[src/rtl/rr_mux4_arbiter.sv]
// Round-robin owner of a shared mux4: 1-clock req->gnt, direct handoff, MAX_HOLD caps ownership under contention.
// No backpressure on z; define ARB_LOCK_EN to add a lock input that suppresses timeout rotation.
module rr_mux4_arbiter #(
  parameter int MAX_HOLD = 4
) (
  input  logic       clk,
  input  logic       rst,
  input  logic [3:0] req,
  input  logic [3:0] d,
`ifdef ARB_LOCK_EN
  input  logic       lock,
`endif
  output logic [3:0] gnt,
  output logic [1:0] sel,
  output logic       busy,
  output logic       z
);

  localparam int CNT_W = $clog2(MAX_HOLD) + 1;
  localparam logic [CNT_W-1:0] HOLD_LAST = CNT_W'(MAX_HOLD - 1);

  typedef enum logic {
    S_IDLE,
    S_GRANT
  } state_t;

  state_t           state_q, state_d;
  logic [3:0]       gnt_q, gnt_d;
  logic [1:0]       sel_q, sel_d;
  logic             busy_q, busy_d;
  logic [1:0]       ptr_q, ptr_d;
  logic [CNT_W-1:0] hold_q, hold_d;

  logic [3:0] owner_oh;
  logic [3:0] others;
  logic [1:0] pick_idx;
  logic       lock_act;
  logic       mux_z;

`ifdef ARB_LOCK_EN
  assign lock_act = lock;
`else
  assign lock_act = 1'b0;
`endif

  // First set bit of r scanning start, start+1, ... mod 4; caller guarantees r != 0.
  function automatic logic [1:0] rr_pick(input logic [3:0] r, input logic [1:0] start);
    logic [1:0] res;
    logic [1:0] idx;
    res = start;
    for (int k = 3; k >= 0; k--) begin
      idx = start + 2'(k);
      if (r[idx]) res = idx;
    end
    return res;
  endfunction

  always_comb begin
    state_d  = state_q;
    gnt_d    = gnt_q;
    sel_d    = sel_q;
    busy_d   = busy_q;
    ptr_d    = ptr_q;
    hold_d   = hold_q;
    pick_idx = 2'd0;
    owner_oh = 4'b0001 << sel_q;
    others   = req & ~owner_oh;

    case (state_q)
      S_IDLE: begin
        if (|req) begin
          pick_idx = rr_pick(req, ptr_q);
          state_d  = S_GRANT;
          gnt_d    = 4'b0001 << pick_idx;
          sel_d    = pick_idx;
          busy_d   = 1'b1;
          hold_d   = '0;
        end
      end

      S_GRANT: begin
        if (!req[sel_q]) begin
          // Release wins over timeout; ptr moves past the departing owner either way.
          ptr_d = sel_q + 2'd1;
          if (|req) begin
            pick_idx = rr_pick(req, sel_q + 2'd1);
            gnt_d    = 4'b0001 << pick_idx;
            sel_d    = pick_idx;
            hold_d   = '0;
          end else begin
            state_d = S_IDLE;
            gnt_d   = 4'b0000;
            busy_d  = 1'b0;
            hold_d  = '0;
          end
        end else if ((hold_q == HOLD_LAST) && (|others) && !lock_act) begin
          ptr_d    = sel_q + 2'd1;
          pick_idx = rr_pick(others, sel_q + 2'd1);
          gnt_d    = 4'b0001 << pick_idx;
          sel_d    = pick_idx;
          hold_d   = '0;
        end else if (hold_q != HOLD_LAST) begin
          hold_d = hold_q + CNT_W'(1);
        end
      end

      default: begin
        state_d = S_IDLE;
        gnt_d   = 4'b0000;
        busy_d  = 1'b0;
        hold_d  = '0;
      end
    endcase
  end

  always_ff @(posedge clk or posedge rst) begin
    if (rst) begin
      state_q <= S_IDLE;
      gnt_q   <= 4'b0000;
      sel_q   <= 2'd0;
      busy_q  <= 1'b0;
      ptr_q   <= 2'd0;
      hold_q  <= '0;
    end else begin
      state_q <= state_d;
      gnt_q   <= gnt_d;
      sel_q   <= sel_d;
      busy_q  <= busy_d;
      ptr_q   <= ptr_d;
      hold_q  <= hold_d;
    end
  end

  mux4 u_mux4 (
    .d0  (d[0]),
    .d1  (d[1]),
    .d2  (d[2]),
    .d3  (d[3]),
    .sel (sel_q),
    .z   (mux_z)
  );

  assign gnt  = gnt_q;
  assign sel  = sel_q;
  assign busy = busy_q;
  assign z    = busy_q & mux_z;

endmodule

// Plain 4:1 single-bit multiplexer.
module mux4 (
  input  logic       d0,
  input  logic       d1,
  input  logic       d2,
  input  logic       d3,
  input  logic [1:0] sel,
  output logic       z
);

  always_comb begin
    z = d0;
    case (sel)
      2'd0: z = d0;
      2'd1: z = d1;
      2'd2: z = d2;
      2'd3: z = d3;
      default: z = d0;
    endcase
  end

endmodule
[config.mk]
export PLATFORM = sky130hd
export DESIGN_NAME = rr_mux4_arbiter
export DESIGN_NICKNAME = d
export VERILOG_FILES = /design/src/rtl/rr_mux4_arbiter.sv
export SDC_FILE = /design/constraint.sdc
export NUM_CORES = 1
export LEC_CHECK = 0
export CAP_MARGIN = 20
export CORE_MARGIN = 1
export CORE_UTILIZATION = 30
export DETAILED_ROUTE_END_ITERATION = 12
export PLACE_DENSITY = 0.46
export SYNTH_ARGS = -nofsm -noshare
export SYNTH_HDL_FRONTEND = slang
export SYNTH_HIERARCHICAL = 1
export SYNTH_SLANG_ARGS = --single-unit
[constraint.sdc]
create_clock -name clk -period 3.95 [get_ports clk]
set_clock_uncertainty 0.05 [all_clocks]
set_input_delay 1.185 -clock clk [delete_from_list [all_inputs] [get_ports clk]]
set_output_delay 1.185 -clock clk [all_outputs]
set_load 0.02 [all_outputs]
==> results of run 1 <==
==> layer usage <==
layer	global-route usage, %	vias to the layer above	wire length [µm]	part of all wire (%)
met5	0	-	0	0
met4	3.53	0	39	1.3
met3	3.82	4	120	4.1
met2	23.6	20	1370	47
li1	-	535	-	-
met1	21.4	517	1390	48
==> sequential cells by signal, indices dropped and copies added (netlist names) <==
name,count
busy,1
gnt,4
ptr_q,2
state_q,1
hold_q,3
sel,2
==> cell usage after synthesis (3+ instances only) <==
master / count
nand2b_1: 7
and3_1: 3
mux4_2: 3
ha_1: 6
a211oi_1: 4
nor2_1: 3
a21oi_1: 4
nand2_1: 6
buf_2: 5
nor3_1: 3
dfrtp_1: 13
o21ai_0: 5
nand3b_1: 3
inv_1: 8
a221oi_1: 3
nor2b_1: 5
==> metrics by stage <==
stage / hold slack, ns / worst slack [ns] / std cells
6_report: 0.458 / 0.215 / 195
2_1_floorplan: 0.413 / 0.870 / 132
3_5_place_dp: 0.450 / -0.0186 / 191
3_3_place_gp: 0.439 / -0.00428 / 191
4_1_cts: 0.461 / 0.205 / 195
5_1_grt: 0.480 / 0.160 / 195
==> logic make-up (layout without fill, tap and decap cells) <==
kind of cell / Yosys count / in the layout / share of synthesized area (%)
simple gates: 43 / 43 / 22.2
fa+ha+maj: 7 / 7 / 7.02
flops: 13 / 13 / 26.9
compound gates: 46 / 46 / 29.3
mux: 5 / 5 / 7.23
buf+inv: 18 / 33 / 7.33
==> power by group through the flow <==
| stage | combinational [mW] | sequential (mW) | clock, mW |
|---|---|---|---|
| 5_1_grt | 0.785 | 0.247 | 0.128 |
| 2_1_floorplan | 0.469 | 0.272 | 0 |
| 4_1_cts | 0.705 | 0.239 | 0.121 |
| 3_5_place_dp | 0.705 | 0.242 | 0 |
| 3_3_place_gp | 0.702 | 0.240 | 0 |
| 6_report | 0.703 | 0.237 | 0.117 |
==> cell usage in the layout (no fill, tap or decap), drive strengths merged, types with 2 or more instances in the layout <==
cell	count
dfrtp	13
o21ai	7
or3	2
and3	3
a21oi	4
clkbuf	4
o31ai	2
a22oi	2
mux2i	2
a22o	2
o211ai	2
nand2	8
clkdlybuf4s50	16
inv	10
a31oi	2
a221oi	3
nand4	2
mux4	3
o31a	2
ha	6
buf	2
o32ai	2
nor2b	5
nor3	3
a211oi	4
nor2	3
o21a	2
nand2b	7
nand3b	3
or2b	2
==> worst max-delay path, stage by stage <==
cell and delay, ns:
clkdlybuf4s50_1 0.39, mux4_2 0.45, and2_1 0.16, dlygate4sd2_1 0.31
==> layout make-up <==
| type | count | area (µm²) |
|---|---|---|
| clock buffers | 4 | 45.0 |
| fillers | 389 | 2320 |
| inverters | 10 | 37.5 |
| multi-input cells | 101 | 797 |
| flip-flops and latches | 13 | 325 |
| well taps | 48 | 60.1 |
| repair buffers | 19 | 184 |
==> worst max path at each step <==
| stage | endpoint | cells after the start | slack [ns] |
|---|---|---|---|
| floorplan | z | 2 | 0.87 |
| global placement | z | 4 | -0.004 |
| detailed placement | z | 4 | -0.02 |
| CTS | z | 4 | 0.20 |
| global route | z | 4 | 0.16 |
| finish | z | 4 | 0.22 |
==> results.cfg, run 1 <==
[outcome]
outcome = completed

[worst_setup_path]
worstPathRequired_ns = 2.71
crit_path_end_kind = primary output
crit_start = d[3]
crit_arrival_ns = 2.50
reg2regPathDepth = 8
rr_endpoint = sel[1]
crit_type = in -> out
worstPathMaxFanout = 1
reg2reg_setup_slack_ns = 1.40
start_kind = input pin
r2r_start = sel[0]

[yosys]
yosysTopAreaCell = dfrtp_1
syn_avg_cell_area_um2 = 9.18
netlist_instances = 132
synth-edff-count = 0
syn_area_um2 = 1210
yosysWarnings = 6
synth_top_cell_area_share_pct = 26.9
dominantRegCellSynth = dfrtp_1
async_flop_share_pct = 100
ys_ff_latch = 13
synth_cell_types = 52
synth_seq_area_share_pct = 26.9
syn-num-nets = 148
synth_area_leaders = dfrtp_1 (27%), ha_1 (6.2%), mux4_2 (5.6%), nand2b_1 (3.6%), nor2b_1 (2.6%)

[route]
viasPerCell = 5.52
vias = 1076
drt_wl_total_mm = 2.92
drtPass1Iterations = 4
wire_per_inst_um = 15.0
ant_nets = 0
first_iter_violations = 88
post-route-drc-count = 0

[clock_tree]
cts_tree = done
post_cts_resized = 1
insertion_delay_ns = 0.24
hold_buffers = 0
post_cts_buffers = 0
cts_max_level = 1
cts_root_buf = clkbuf_8
clockBufferDepth = 2
cts_sinks = 13
clk_pin_slew_worst_paths_ns = 0.06
cts_buffers = 3

[run]
maxCapViolCount = 0

[power]
p_seq_share_pct = 22.4
combinationalPowerShare_pct = 66.5
clockPowerShare_pct = 11.1
vdd_drop_max_mv = 0.386
leakagePower_nw = 0.581
intPower_mw = 0.570
power_mw = 1.06
swShare_pct = 46.1
power_switching_mw = 0.488
pwr_density_cell_nw_per_um2 = 730

[placed_design]
placed_cell_area_um2 = 1410
io_buffers = 17
place.gp.congestion = 0.815
hpwl_mm = 2.27

[sta]
grt_setup_unrepaired = no
hold_viol = 0
slew_headroom_pct = 60.9
finalSetupViolCount = 0
fin_tns_setup_ns = 0
fmax_ghz = 0.268
worstMarginPinSlew_ns = 0.581
slew_violations = 0
period_minus_slack_ns = 3.73
timing.final.crit_share_pct = 94.6

[floorplanning]
die_w_um = 65.5
std_cell_rows = 22
coreArea_um2 = 3770
io_pins = 18
die_area_um2 = 4300
start_util_pct = 32.1
die_h_um = 65.5

[finish]
drive_above_1_share_pct = 10.2
syn_to_final_growth_pct = 19.6
design_area_um2 = 1450
fin_util_pct = 38.4
nets = 164
diodes = 0

[global_route]
grt_max_degree = 18
grt_use_total_pct = 15.3
grt_overflow = 0
grt_pass1_vias = 1053
antenna_found_initial = 0
grt_pass1_wl_mm = 5.04

[worst_hold_path]
hp-start = gnt[3]
hold_end = gnt[3]
hp-class = reg -> reg
min_path_cells = 2
(Power assumes the default switching activity.)
==> inputs of run 2 (changes only) <==
--- a/config.mk
+++ b/config.mk
@@ -5,6 +5,7 @@
 export SDC_FILE = /design/constraint.sdc
 export NUM_CORES = 1
 export LEC_CHECK = 0
+export ABC_CLOCK_PERIOD_IN_PS = 3950
 export CAP_MARGIN = 20
 export CORE_MARGIN = 1
 export CORE_UTILIZATION = 30
==> results of run 2 <==
The final DEF is identical to that of run 1; final timing and power are the same.
==> inputs of run 3 (changes only) <==
--- a/config.mk
+++ b/config.mk
@@ -5,12 +5,12 @@
 export SDC_FILE = /design/constraint.sdc
 export NUM_CORES = 1
 export LEC_CHECK = 0
-export ABC_CLOCK_PERIOD_IN_PS = 3950
+export ABC_CLOCK_PERIOD_IN_PS = 3300
 export CAP_MARGIN = 20
 export CORE_MARGIN = 1
 export CORE_UTILIZATION = 30
 export DETAILED_ROUTE_END_ITERATION = 12
-export PLACE_DENSITY = 0.46
+export PLACE_DENSITY_LB_ADDON = 0.1
 export SYNTH_ARGS = -nofsm -noshare
 export SYNTH_HDL_FRONTEND = slang
 export SYNTH_HIERARCHICAL = 1
==> constraint.sdc (replaced) <==
create_clock -name clk -period 3.3 [get_ports clk]
set_clock_uncertainty 0.05 [all_clocks]
set_input_delay 0.99 -clock clk [delete_from_list [all_inputs] [get_ports clk]]
set_output_delay 0.99 -clock clk [all_outputs]
set_load 0.02 [all_outputs]
==> results.cfg, run 3 (same netlist as run 1, synthesis figures left out) <==
[global_route]
grt_use_total_pct = 15.0
grt_pass1_wl_mm = 4.97
grt_max_degree = 18
antenna_found_initial = 0
grt_overflow = 0
grt_pass1_vias = 1064

[clock_tree]
clockBufferDepth = 2
cts_tree = done
insertion_delay_ns = 0.24
cts_max_level = 1
cts_sinks = 13
clk_pin_slew_worst_paths_ns = 0.05
cts_buffers = 3
cts_root_buf = clkbuf_8

[placed_design]
io_buffers = 17
placed_cell_area_um2 = 1470
pre_cts_ws_ns = -0.283
place.gp.congestion = 0.799
hpwl_mm = 2.40

[worst_setup_path]
start_kind = input pin
reg2reg_setup_slack_ns = 0.73
crit_start = d[3]
worstPathMaxFanout = 1
crit_arrival_ns = 2.15
crit_path_end_kind = primary output
worstPathRequired_ns = 2.26
crit_type = in -> out
reg2regPathDepth = 8
r2r_start = sel[0]
critical_path.endpoint = z
rr_endpoint = gnt[1]

[finish]
seq_area_um2 = 325
nets = 172
drive_above_1_share_pct = 15.5
multiInputGateArea_um2 = 797
fin_util_pct = 39.9
largest_reg_flops = 4
syn_to_final_growth_pct = 24.3
layout_common_cells = clkdlybuf4s50_1 (16), dfrtp_1 (13), buf_4 (10)
fill_cells = 365
diodes = 0
final_common_cell = clkdlybuf4s50_1
design_area_um2 = 1510

[sta]
slew_violations = 0
finalSetupViolCount = 0
worstMarginPinSlew_ns = 0.480
fmax_ghz = 0.314
holdWs_ns = 0.447
timing.final.crit_share_pct = 96.6
slew_headroom_pct = 68.0
fin_ws_ns = 0.113
hold_viol = 0
period_minus_slack_ns = 3.19
grt_setup_unrepaired = no
fin_tns_setup_ns = 0

[route]
viasPerCell = 5.51
first_iter_violations = 32
drt_wl_total_mm = 2.95
ant_nets = 0
drtPass1Iterations = 4
vias = 1118
post-route-drc-count = 0
wire_per_inst_um = 14.5

[floorplanning]
coreArea_um2 = 3770
die_w_um = 65.5
io_pins = 18
start_util_pct = 32.1
std_cell_rows = 22
die_area_um2 = 4300
die_h_um = 65.5

[worst_hold_path]
hp-class = reg -> reg

[run]
maxCapViolCount = 0

[power]
vdd_drop_max_mv = 0.351
leakagePower_nw = 0.618
pwr_density_cell_nw_per_um2 = 868

[outcome]
outcome = completed
[run 3: area by class of cell]
class / instances / area share, %
multi-input cells: 101 / 53.0
flip-flops and latches: 13 / 21.6
repair buffers: 27 / 16.0
well taps: 48 / 3.99
clock buffers: 4 / 2.99
inverters: 10 / 2.49
[run 3: worst max-delay path, stage by stage]
cell and delay (ns):
clkdlybuf4s50_1 0.39, mux4_2 0.45, and2_1 0.16, buf_2 0.15
[run 3: where the power goes]
part	switching, mW	total (mW)	internal, mW
sequential	0.0463	0.271	0.225
combinational	0.489	0.895	0.407
clock	0.0554	0.141	0.0852
[run 3: how the worst min path moves through the flow]
stage,start,to,slack [ns],cells after the start
floorplan,hold_q[0],hold_q[0],0.41,1
global placement,hold_q[0],hold_q[0],0.44,1
detailed placement,hold_q[0],hold_q[0],0.45,1
CTS,hold_q[0],hold_q[0],0.45,1
global route,gnt[2],gnt[2],0.47,2
finish,gnt[2],gnt[2],0.45,2
[run 3: layer usage]
layer	up-vias	track usage (%)	share of wire, %
met5	-	0	0
met2	13	24.5	50
li1	560	-	-
met4	0	1.63	0.27
met3	2	3.65	2.5
met1	543	20.5	47
[run 3: per-stage QoR]
step | cells | power (mW)
5_1_grt | 203 | 1.43
4_1_cts | 203 | 1.32
3_3_place_gp | 199 | 1.17
2_1_floorplan | 132 | 0.888
6_report | 203 | 1.31
3_5_place_dp | 199 | 1.18
[run 3: what timing repair did]
| item | in CTS | in global routing |
|---|---|---|
| setup endpoints to repair | 1 | 1 |
| pin swaps | 0 | 0 |
| endpoints found under the hold margin | 0 | 0 |
| gates resized for setup | 3 | 1 |
| hold buffers | 0 | 0 |
| buffers inserted | 0 | 0 |
